File: src/rtl/hilo_pkg.sv
// hilo_pkg: shared definitions for the HI/LO multiply/divide unit.
//   - opcode encodings presented on the op bus
//   - FSM state encoding for hilo_unit
//   - MUL_ITERS: number of shift-add iterations in seq_multiplier
package hilo_pkg;

  localparam logic [2:0] OP_NOP   = 3'd0;
  localparam logic [2:0] OP_MULT  = 3'd1;
  localparam logic [2:0] OP_MULTU = 3'd2;
  localparam logic [2:0] OP_DIV   = 3'd3;
  localparam logic [2:0] OP_DIVU  = 3'd4;
  localparam logic [2:0] OP_MTHI  = 3'd5;
  localparam logic [2:0] OP_MTLO  = 3'd6;

  localparam int unsigned MUL_ITERS = 32;

  typedef enum logic [1:0] {
    StIdle,
    StMul,
    StDivWait
  } hilo_state_e;

endpackage

File: src/rtl/hilo_if.sv
// hilo_if: bundles the pipeline-side operation bus and the stream_divider handshake.
//   master: the environment (pipeline + divider) driving ops and divider results
//   slave : hilo_unit, driving busy, HI/LO and the divider request
interface hilo_if #(
  parameter int unsigned WIDTH = 32
);
  logic             op_valid;
  logic [2:0]       op;
  logic [WIDTH-1:0] rs_val;
  logic [WIDTH-1:0] rt_val;
  logic             busy;
  logic [WIDTH-1:0] hi;
  logic [WIDTH-1:0] lo;
  logic             div_start;
  logic [WIDTH-1:0] div_dividend;
  logic [WIDTH-1:0] div_divisor;
  logic             div_done;
  logic [WIDTH-1:0] div_quotient;
  logic [WIDTH-1:0] div_reminder;

  modport master (
    output op_valid, op, rs_val, rt_val, div_done, div_quotient, div_reminder,
    input  busy, hi, lo, div_start, div_dividend, div_divisor
  );

  modport slave (
    input  op_valid, op, rs_val, rt_val, div_done, div_quotient, div_reminder,
    output busy, hi, lo, div_start, div_dividend, div_divisor
  );
endinterface

File: src/rtl/seq_multiplier.sv
// seq_multiplier: unsigned WIDTH x WIDTH iterative shift-add multiplier.
//   clk, reset   : clock, asynchronous active-high reset
//   start        : load operands and begin (ignored bookkeeping-wise if already running)
//   multiplicand : unsigned operand A, sampled with start
//   multiplier   : unsigned operand B, sampled with start
//   done         : one-cycle pulse, registered, MUL_ITERS edges after start
//   product      : 2*WIDTH-bit result, valid while done is high and held afterwards
module seq_multiplier
  import hilo_pkg::*;
#(
  parameter int unsigned WIDTH = 32
) (
  input  logic               clk,
  input  logic               reset,
  input  logic               start,
  input  logic [WIDTH-1:0]   multiplicand,
  input  logic [WIDTH-1:0]   multiplier,
  output logic               done,
  output logic [2*WIDTH-1:0] product
);

  localparam int unsigned CntW = $clog2(MUL_ITERS + 1);

  logic               running_q;
  logic               done_q;
  logic [CntW-1:0]    count_q;
  logic [WIDTH-1:0]   mcand_q;
  // Upper half accumulates partial sums; lower half starts as the multiplier and
  // shifts out one bit per iteration while product bits shift in.
  logic [2*WIDTH-1:0] prod_q;
  logic [WIDTH:0]     sum;

  always_comb begin
    sum = {1'b0, prod_q[2*WIDTH-1:WIDTH]} + (prod_q[0] ? {1'b0, mcand_q} : '0);
  end

  always_ff @(posedge clk or posedge reset) begin
    if (reset) begin
      running_q <= 1'b0;
      done_q    <= 1'b0;
      count_q   <= '0;
      mcand_q   <= '0;
      prod_q    <= '0;
    end else if (start) begin
      running_q <= 1'b1;
      done_q    <= 1'b0;
      count_q   <= '0;
      mcand_q   <= multiplicand;
      prod_q    <= {{WIDTH{1'b0}}, multiplier};
    end else if (running_q) begin
      prod_q  <= {sum, prod_q[WIDTH-1:1]};
      count_q <= count_q + 1'b1;
      if (count_q == CntW'(MUL_ITERS - 1)) begin
        running_q <= 1'b0;
        done_q    <= 1'b1;
      end
    end else begin
      done_q <= 1'b0;
    end
  end

  assign done    = done_q;
  assign product = prod_q;

endmodule

File: src/rtl/hilo_unit.sv
// hilo_unit: MIPS HI/LO owner. Runs MULT/MULTU on an internal shift-add multiplier and
// DIV/DIVU on an external stream_divider via a start/done handshake.
//   clk, reset : clock, asynchronous active-high reset
//   bus        : hilo_if.slave
//     op_valid/op/rs_val/rt_val  operation in (accepted when op_valid && !busy)
//     busy                       registered stall, high while an operation is in flight
//     hi/lo                      HI/LO registers
//     div_start/div_dividend/div_divisor  divider request, held until div_done
//     div_done/div_quotient/div_reminder  divider result (unsigned magnitudes)
module hilo_unit
  import hilo_pkg::*;
#(
  parameter int unsigned WIDTH = 32
) (
  input  logic clk,
  input  logic reset,
  hilo_if.slave bus
);

  hilo_state_e        state_q;
  logic               busy_q;
  logic [WIDTH-1:0]   hi_q;
  logic [WIDTH-1:0]   lo_q;
  logic               div_start_q;
  logic [WIDTH-1:0]   div_dividend_q;
  logic [WIDTH-1:0]   div_divisor_q;
  logic               res_neg_q;  // negate product / quotient
  logic               rem_neg_q;  // negate remainder (dividend was negative)

  logic               accept;
  logic               op_signed;
  logic               res_neg;
  logic [WIDTH-1:0]   rs_mag;
  logic [WIDTH-1:0]   rt_mag;
  logic               mul_start;
  logic               mul_done;
  logic [2*WIDTH-1:0] mul_product;
  logic [2*WIDTH-1:0] mul_fixed;

  assign accept    = bus.op_valid && !busy_q && (state_q == StIdle);
  assign op_signed = (bus.op == OP_MULT) || (bus.op == OP_DIV);
  assign res_neg   = op_signed && (bus.rs_val[WIDTH-1] ^ bus.rt_val[WIDTH-1]);
  // Negating -2^(WIDTH-1) wraps back to itself, which is the correct unsigned magnitude.
  assign rs_mag    = (op_signed && bus.rs_val[WIDTH-1]) ? -bus.rs_val : bus.rs_val;
  assign rt_mag    = (op_signed && bus.rt_val[WIDTH-1]) ? -bus.rt_val : bus.rt_val;
  assign mul_start = accept && ((bus.op == OP_MULT) || (bus.op == OP_MULTU));
  assign mul_fixed = res_neg_q ? -mul_product : mul_product;

  seq_multiplier #(
    .WIDTH(WIDTH)
  ) u_mul (
    .clk          (clk),
    .reset        (reset),
    .start        (mul_start),
    .multiplicand (rs_mag),
    .multiplier   (rt_mag),
    .done         (mul_done),
    .product      (mul_product)
  );

  always_ff @(posedge clk or posedge reset) begin
    if (reset) begin
      state_q        <= StIdle;
      busy_q         <= 1'b0;
      hi_q           <= '0;
      lo_q           <= '0;
      div_start_q    <= 1'b0;
      div_dividend_q <= '0;
      div_divisor_q  <= '0;
      res_neg_q      <= 1'b0;
      rem_neg_q      <= 1'b0;
    end else begin
      unique case (state_q)
        StIdle: begin
          // Clears the one-cycle busy left by a divide-by-zero.
          busy_q <= 1'b0;
          if (accept) begin
            case (bus.op)
              OP_MTHI: hi_q <= bus.rs_val;
              OP_MTLO: lo_q <= bus.rs_val;
              OP_MULT, OP_MULTU: begin
                res_neg_q <= res_neg;
                busy_q    <= 1'b1;
                state_q   <= StMul;
              end
              OP_DIV, OP_DIVU: begin
                busy_q <= 1'b1;
                if (bus.rt_val != '0) begin
                  div_start_q    <= 1'b1;
                  div_dividend_q <= rs_mag;
                  div_divisor_q  <= rt_mag;
                  res_neg_q      <= res_neg;
                  rem_neg_q      <= op_signed && bus.rs_val[WIDTH-1];
                  state_q        <= StDivWait;
                end
              end
              default: ;
            endcase
          end
        end
        StMul: begin
          if (mul_done) begin
            {hi_q, lo_q} <= mul_fixed;
            busy_q       <= 1'b0;
            state_q      <= StIdle;
          end
        end
        StDivWait: begin
          if (bus.div_done) begin
            div_start_q <= 1'b0;
            lo_q        <= res_neg_q ? -bus.div_quotient : bus.div_quotient;
            hi_q        <= rem_neg_q ? -bus.div_reminder : bus.div_reminder;
            busy_q      <= 1'b0;
            state_q     <= StIdle;
          end
        end
        default: state_q <= StIdle;
      endcase
    end
  end

  assign bus.busy         = busy_q;
  assign bus.hi           = hi_q;
  assign bus.lo           = lo_q;
  assign bus.div_start    = div_start_q;
  assign bus.div_dividend = div_dividend_q;
  assign bus.div_divisor  = div_divisor_q;

endmodule

File: src/flat_wrapper.sv
// flat-port wrapper written by rule: the top's interface ports become plain ports
module hilo_unit_flat import hilo_pkg::*;
#(
  parameter int unsigned WIDTH = 32
)
  (clk, reset, bus_op_valid, bus_op, bus_rs_val, bus_rt_val, bus_div_done, bus_div_quotient, bus_div_reminder, bus_busy, bus_hi, bus_lo, bus_div_start, bus_div_dividend, bus_div_divisor);
  hilo_if #(.WIDTH(WIDTH)) bus_i ();
  input  logic clk;
  input  logic reset;
  input wire logic [$bits(bus_i.op_valid)-1:0] bus_op_valid;
  input wire logic [$bits(bus_i.op)-1:0] bus_op;
  input wire logic [$bits(bus_i.rs_val)-1:0] bus_rs_val;
  input wire logic [$bits(bus_i.rt_val)-1:0] bus_rt_val;
  input wire logic [$bits(bus_i.div_done)-1:0] bus_div_done;
  input wire logic [$bits(bus_i.div_quotient)-1:0] bus_div_quotient;
  input wire logic [$bits(bus_i.div_reminder)-1:0] bus_div_reminder;
  output wire logic [$bits(bus_i.busy)-1:0] bus_busy;
  output wire logic [$bits(bus_i.hi)-1:0] bus_hi;
  output wire logic [$bits(bus_i.lo)-1:0] bus_lo;
  output wire logic [$bits(bus_i.div_start)-1:0] bus_div_start;
  output wire logic [$bits(bus_i.div_dividend)-1:0] bus_div_dividend;
  output wire logic [$bits(bus_i.div_divisor)-1:0] bus_div_divisor;
  assign bus_i.op_valid = bus_op_valid;
  assign bus_i.op = bus_op;
  assign bus_i.rs_val = bus_rs_val;
  assign bus_i.rt_val = bus_rt_val;
  assign bus_i.div_done = bus_div_done;
  assign bus_i.div_quotient = bus_div_quotient;
  assign bus_i.div_reminder = bus_div_reminder;
  assign bus_busy = bus_i.busy;
  assign bus_hi = bus_i.hi;
  assign bus_lo = bus_i.lo;
  assign bus_div_start = bus_i.div_start;
  assign bus_div_dividend = bus_i.div_dividend;
  assign bus_div_divisor = bus_i.div_divisor;
  hilo_unit #(.WIDTH(WIDTH)) u_core (.clk(clk), .reset(reset), .bus(bus_i));
endmodule
File: config.mk
export PLATFORM = sky130hd
export DESIGN_NAME = hilo_unit_flat
export DESIGN_NICKNAME = d
export VERILOG_FILES = /design/src/rtl/hilo_pkg.sv /design/src/rtl/hilo_if.sv /design/src/rtl/seq_multiplier.sv /design/src/rtl/hilo_unit.sv /design/src/flat_wrapper.sv
export SDC_FILE = /design/constraint.sdc
export NUM_CORES = 1
export LEC_CHECK = 0
export CORE_UTILIZATION = 42
export DETAILED_ROUTE_END_ITERATION = 12
export PLACE_DENSITY_LB_ADDON = 0.3
export SLEW_MARGIN = 20
export SYNTH_ARGS = -nofsm -noshare
export SYNTH_HDL_FRONTEND = slang
export SYNTH_SLANG_ARGS = --single-unit
File: constraint.sdc
create_clock -name clk -period 18.8 [get_ports clk]
set_clock_uncertainty 0.15 [all_clocks]
set_input_delay 1.88 -clock clk [delete_from_list [all_inputs] [get_ports clk]]
set_output_delay 1.88 -clock clk [all_outputs]
set_load 0.02 [all_outputs]
==> results_dict.tcl <==
set metrics [dict create \
    ys.flop_type "dfrtp_1" \
    clkPwrFrac_pct 15.4 \
    crit_type "in -> reg" \
    slew_violations 0 \
    post_dp_cell_area_um2 18900 \
    whs_endpoint "u_core.u_mul.mcand_q[26]" \
    hpwl_um 42600 \
    setup-violations-final 0 \
    p_seq_share_pct 29.1 \
    dieArea_um2 38800 \
    cts-hold-fix-buffers 0 \
    syn_to_final_growth_pct 24.5 \
    outcome "completed" \
    track_usage_pct 28.3 \
    clk_pin_slew_worst_paths_ns 0.07 \
    via_per_inst 5.96 \
    drtIter0Drc 1583 \
    tightest_slew_ns 1.06 \
    grt_pass1_wl_um 85100 \
    cts_inserted_buffers 27 \
    htree_num_levels 1 \
    power_density_nw_per_um2 186 \
    final_hold_viol_count 0 \
    postRouteAntennaNets 0 \
    share_comb_of_total_power_pct 55.4 \
    whs_ns 0.325 \
    initial_core_util_pct 42.5 \
    ys.warnings.count 0 \
    grt_overflow_total 0 \
    num_vias 15500 \
    power_leakage_nw 7.99 \
    maxCapViolations 0 \
    slew_headroom_pct 29.5 \
    reg2reg_setup_slack_ns 14.46 \
    endpoint_kind "flop" \
    internal_power_w 0.00198 \
    whs_path_depth 2 \
    cts_tree "done" \
    wl_per_cell_um 21.5 \
    design_area_um2 19900 \
    syn_area_um2 16000 \
    remaining_drc_errors 0 \
    synth.distinct_cells 67 \
    clkSinkCount 238 \
    dr.pass1.iters 8 \
    switching_share_pct 46.3 \
    ys_ff_latch 238 \
    p_total_w 0.00369 \
    worst_hold_path_type "reg -> reg" \
    rr_startpoint "u_core.u_mul.product[0]" \
    utilization_pct 52.9 \
    cp-start-kind "input pin" \
    row_count 71 \
    cts_setup_buffers 0 \
    core_um2 37600 \
    period_minus_slack_ns 5.86 \
    p_switching_w 0.00171 \
    nets 2254 \
    slowest_delay_ns 0.79 \
    ir_worst_vdd_v 0.0000753 \
    antenna-diode-count 0 \
    grt_antenna_before_repair 2 \
    rsz0062_at_grt "no" \
    crit_fanout 102 \
    async_reset_ff_share_pct 100 \
    insertion_delay_ns 0.54 \
    gp_congestion 1.01 \
    clockRootBuffer "clkbuf_16" \
    die_height_um 197 \
    fin_crit_sh_pct 31.2 \
    synth_fp_nets 2069 \
    die_w_um 197 \
    drive_gt1_share_pct 3.77 \
    fillers 3444 \
    portBuffers 264 \
    arrival_ns 6.10 \
    synth-edff-count 0 \
    synthCells 1891 \
    min_from "u_core.u_mul.mcand_q[26]" \
    required_ns 19.03 \
    r2r_end "u_core.u_mul.product[59]" \
    seq_area_frac_synth_pct 37.3 \
    wl_um 56000 \
    clockBufferDepth 3 \
    worst_path_max_delay_cell "nor4_1" \
    grt_max_degree 107 \
    cp_cell_sequence "clkdlybuf4s50_1 -> or4_1 -> or3_1 -> nor4_1 -> nand2_1 -> o311a_1 -> nand2_4 -> buf_4 -> o21ai_0" \
    grt_pass1_vias 14300 \
    max_freq_ghz 0.171 \
    cts-resized-gates 0 \
    avgSynthCellArea_um2 8.45 \
    rr_worst_depth 13 \
    setup-tns-final_ns 0 \
    pin_count 265 \
]
==> how the worst max path moves through the flow <==
stage                              from                           to  slack, ns
after floorplan                   reset              u_core.bus.busy      10.24
after global routing      bus_rt_val[2]  u_core.bus.div_dividend[31]      12.70
after global placement    bus_rt_val[8]  u_core.bus.div_dividend[10]      12.61
after detailed placement  bus_rt_val[8]  u_core.bus.div_dividend[12]      12.47
after CTS                 bus_rt_val[8]  u_core.bus.div_dividend[12]      13.06
final                     bus_rt_val[8]  u_core.bus.div_dividend[12]      12.94
==> power by group through the flow <==
stage	logic, W	clock network, W	registers, W
CTS	0.00201	0.000577	0.00107
global route	0.00221	0.000596	0.00110
global placement	0.00196	0	0.00107
floorplan	0.00121	0	0.00110
detailed placement	0.00200	0	0.00108
finish	0.00205	0.000570	0.00107
==> Yosys cell counts, drive strengths merged, types with 6 or more instances <==
| cell | instances | area (um^2) |
|---|---|---|
| nand2 | 249 | 937 |
| dfrtp | 238 | 5960 |
| o21ai | 201 | 1010 |
| xnor2 | 135 | 1180 |
| nor2 | 129 | 484 |
| clkbuf | 105 | 394 |
| a21oi | 104 | 521 |
| o31ai | 79 | 593 |
| xor2 | 66 | 578 |
| a211oi | 49 | 368 |
| ha | 42 | 526 |
| a221oi | 41 | 365 |
| nor2b | 40 | 250 |
| and2 | 38 | 238 |
| nor3 | 38 | 201 |
| inv | 28 | 105 |
| or3 | 27 | 169 |
| or4 | 27 | 214 |
| o41ai | 25 | 226 |
| mux2i | 24 | 240 |
| nand3 | 23 | 115 |
| nor4 | 22 | 138 |
| a21o | 20 | 150 |
| buf | 18 | 90.1 |
| nand2b | 16 | 100 |
| nand4 | 12 | 75.1 |
| a31oi | 8 | 50.1 |
| o22ai | 8 | 50.1 |
| a22o | 7 | 61.3 |
| nand3b | 7 | 52.6 |
| and3 | 6 | 37.5 |
| nor3b | 6 | 45.0 |
| o211ai | 6 | 45.0 |
==> cells in the final DEF, fill, tap and decap left out, drive strengths merged, types with 40 or more instances in the layout <==
master,count
a211oi,49
a21oi,104
a221oi,41
clkbuf,40
clkdlybuf4s50,264
dfrtp,238
ha,42
nand2,249
nor2,129
nor2b,40
o21ai,201
o31ai,79
xnor2,135
xor2,66
==> layer usage <==
layer | share of wire, % | up-vias | global-route usage [%] | wire length, um
met5 | 0.025 | - | 0 | 14
met4 | 3.9 | 2 | 9.96 | 2200
met3 | 8.6 | 113 | 3.28 | 4840
met2 | 44 | 821 | 44.2 | 24800
met1 | 43 | 7388 | 40.5 | 24200
li1 | - | 7208 | - | -
==> metrics by stage <==
stage               worst slack (ns)  cells
global placement               12.61   2557
detailed placement             12.47   2557
floorplan                      10.24   1891
finish                         12.94   2606
CTS                            13.06   2605
global route                   12.70   2606
==> state kept, by name (all words and copies together), names as in the netlist <==
signal	flops
u_core.bus.div_start	1
u_core.bus.hi	32
u_core.bus.busy	1
u_core.u_mul.product	64
u_core.bus.lo	32
u_core.u_mul.running_q	1
u_core.u_mul.done	1
u_core.bus.div_divisor	32
u_core.res_neg_q	1
u_core.bus.div_dividend	32
u_core.state_q	2
u_core.rem_neg_q	1
u_core.u_mul.mcand_q	32
u_core.u_mul.count_q	6
==> cell type report <==
cell class / instances / area [um^2] / area share, %
Clock buffer: 40 / 785 / 3.94
Timing Repair Buffer: 279 / 2770 / 13.9
Sequential cell: 238 / 5960 / 30.0
Inverter: 29 / 116 / 0.585
Multi-Input combinational cell: 1501 / 9450 / 47.5
Clock inverter: 8 / 168 / 0.843
Tap cell: 511 / 639 / 3.22
==> critical path: cells and delay by family <==
family | cells | cell delay [ns]
and+or+nand+nor | 5 | 2.25
buffers and inverters | 2 | 1.15
AOI/OAI and AO/OA | 2 | 0.69
==> kinds of logic after synthesis <==
kind of cell / synth area share (%)
DFF: 37.3
xor gates and xnor gates: 11.0
adders and majority gates: 3.41
AOI/OAI and AO/OA: 23.4
and+or+nand+nor: 19.5
muxes: 1.64
buffers and inverters: 3.71
Note: power is estimated with default switching activity, not from simulation.
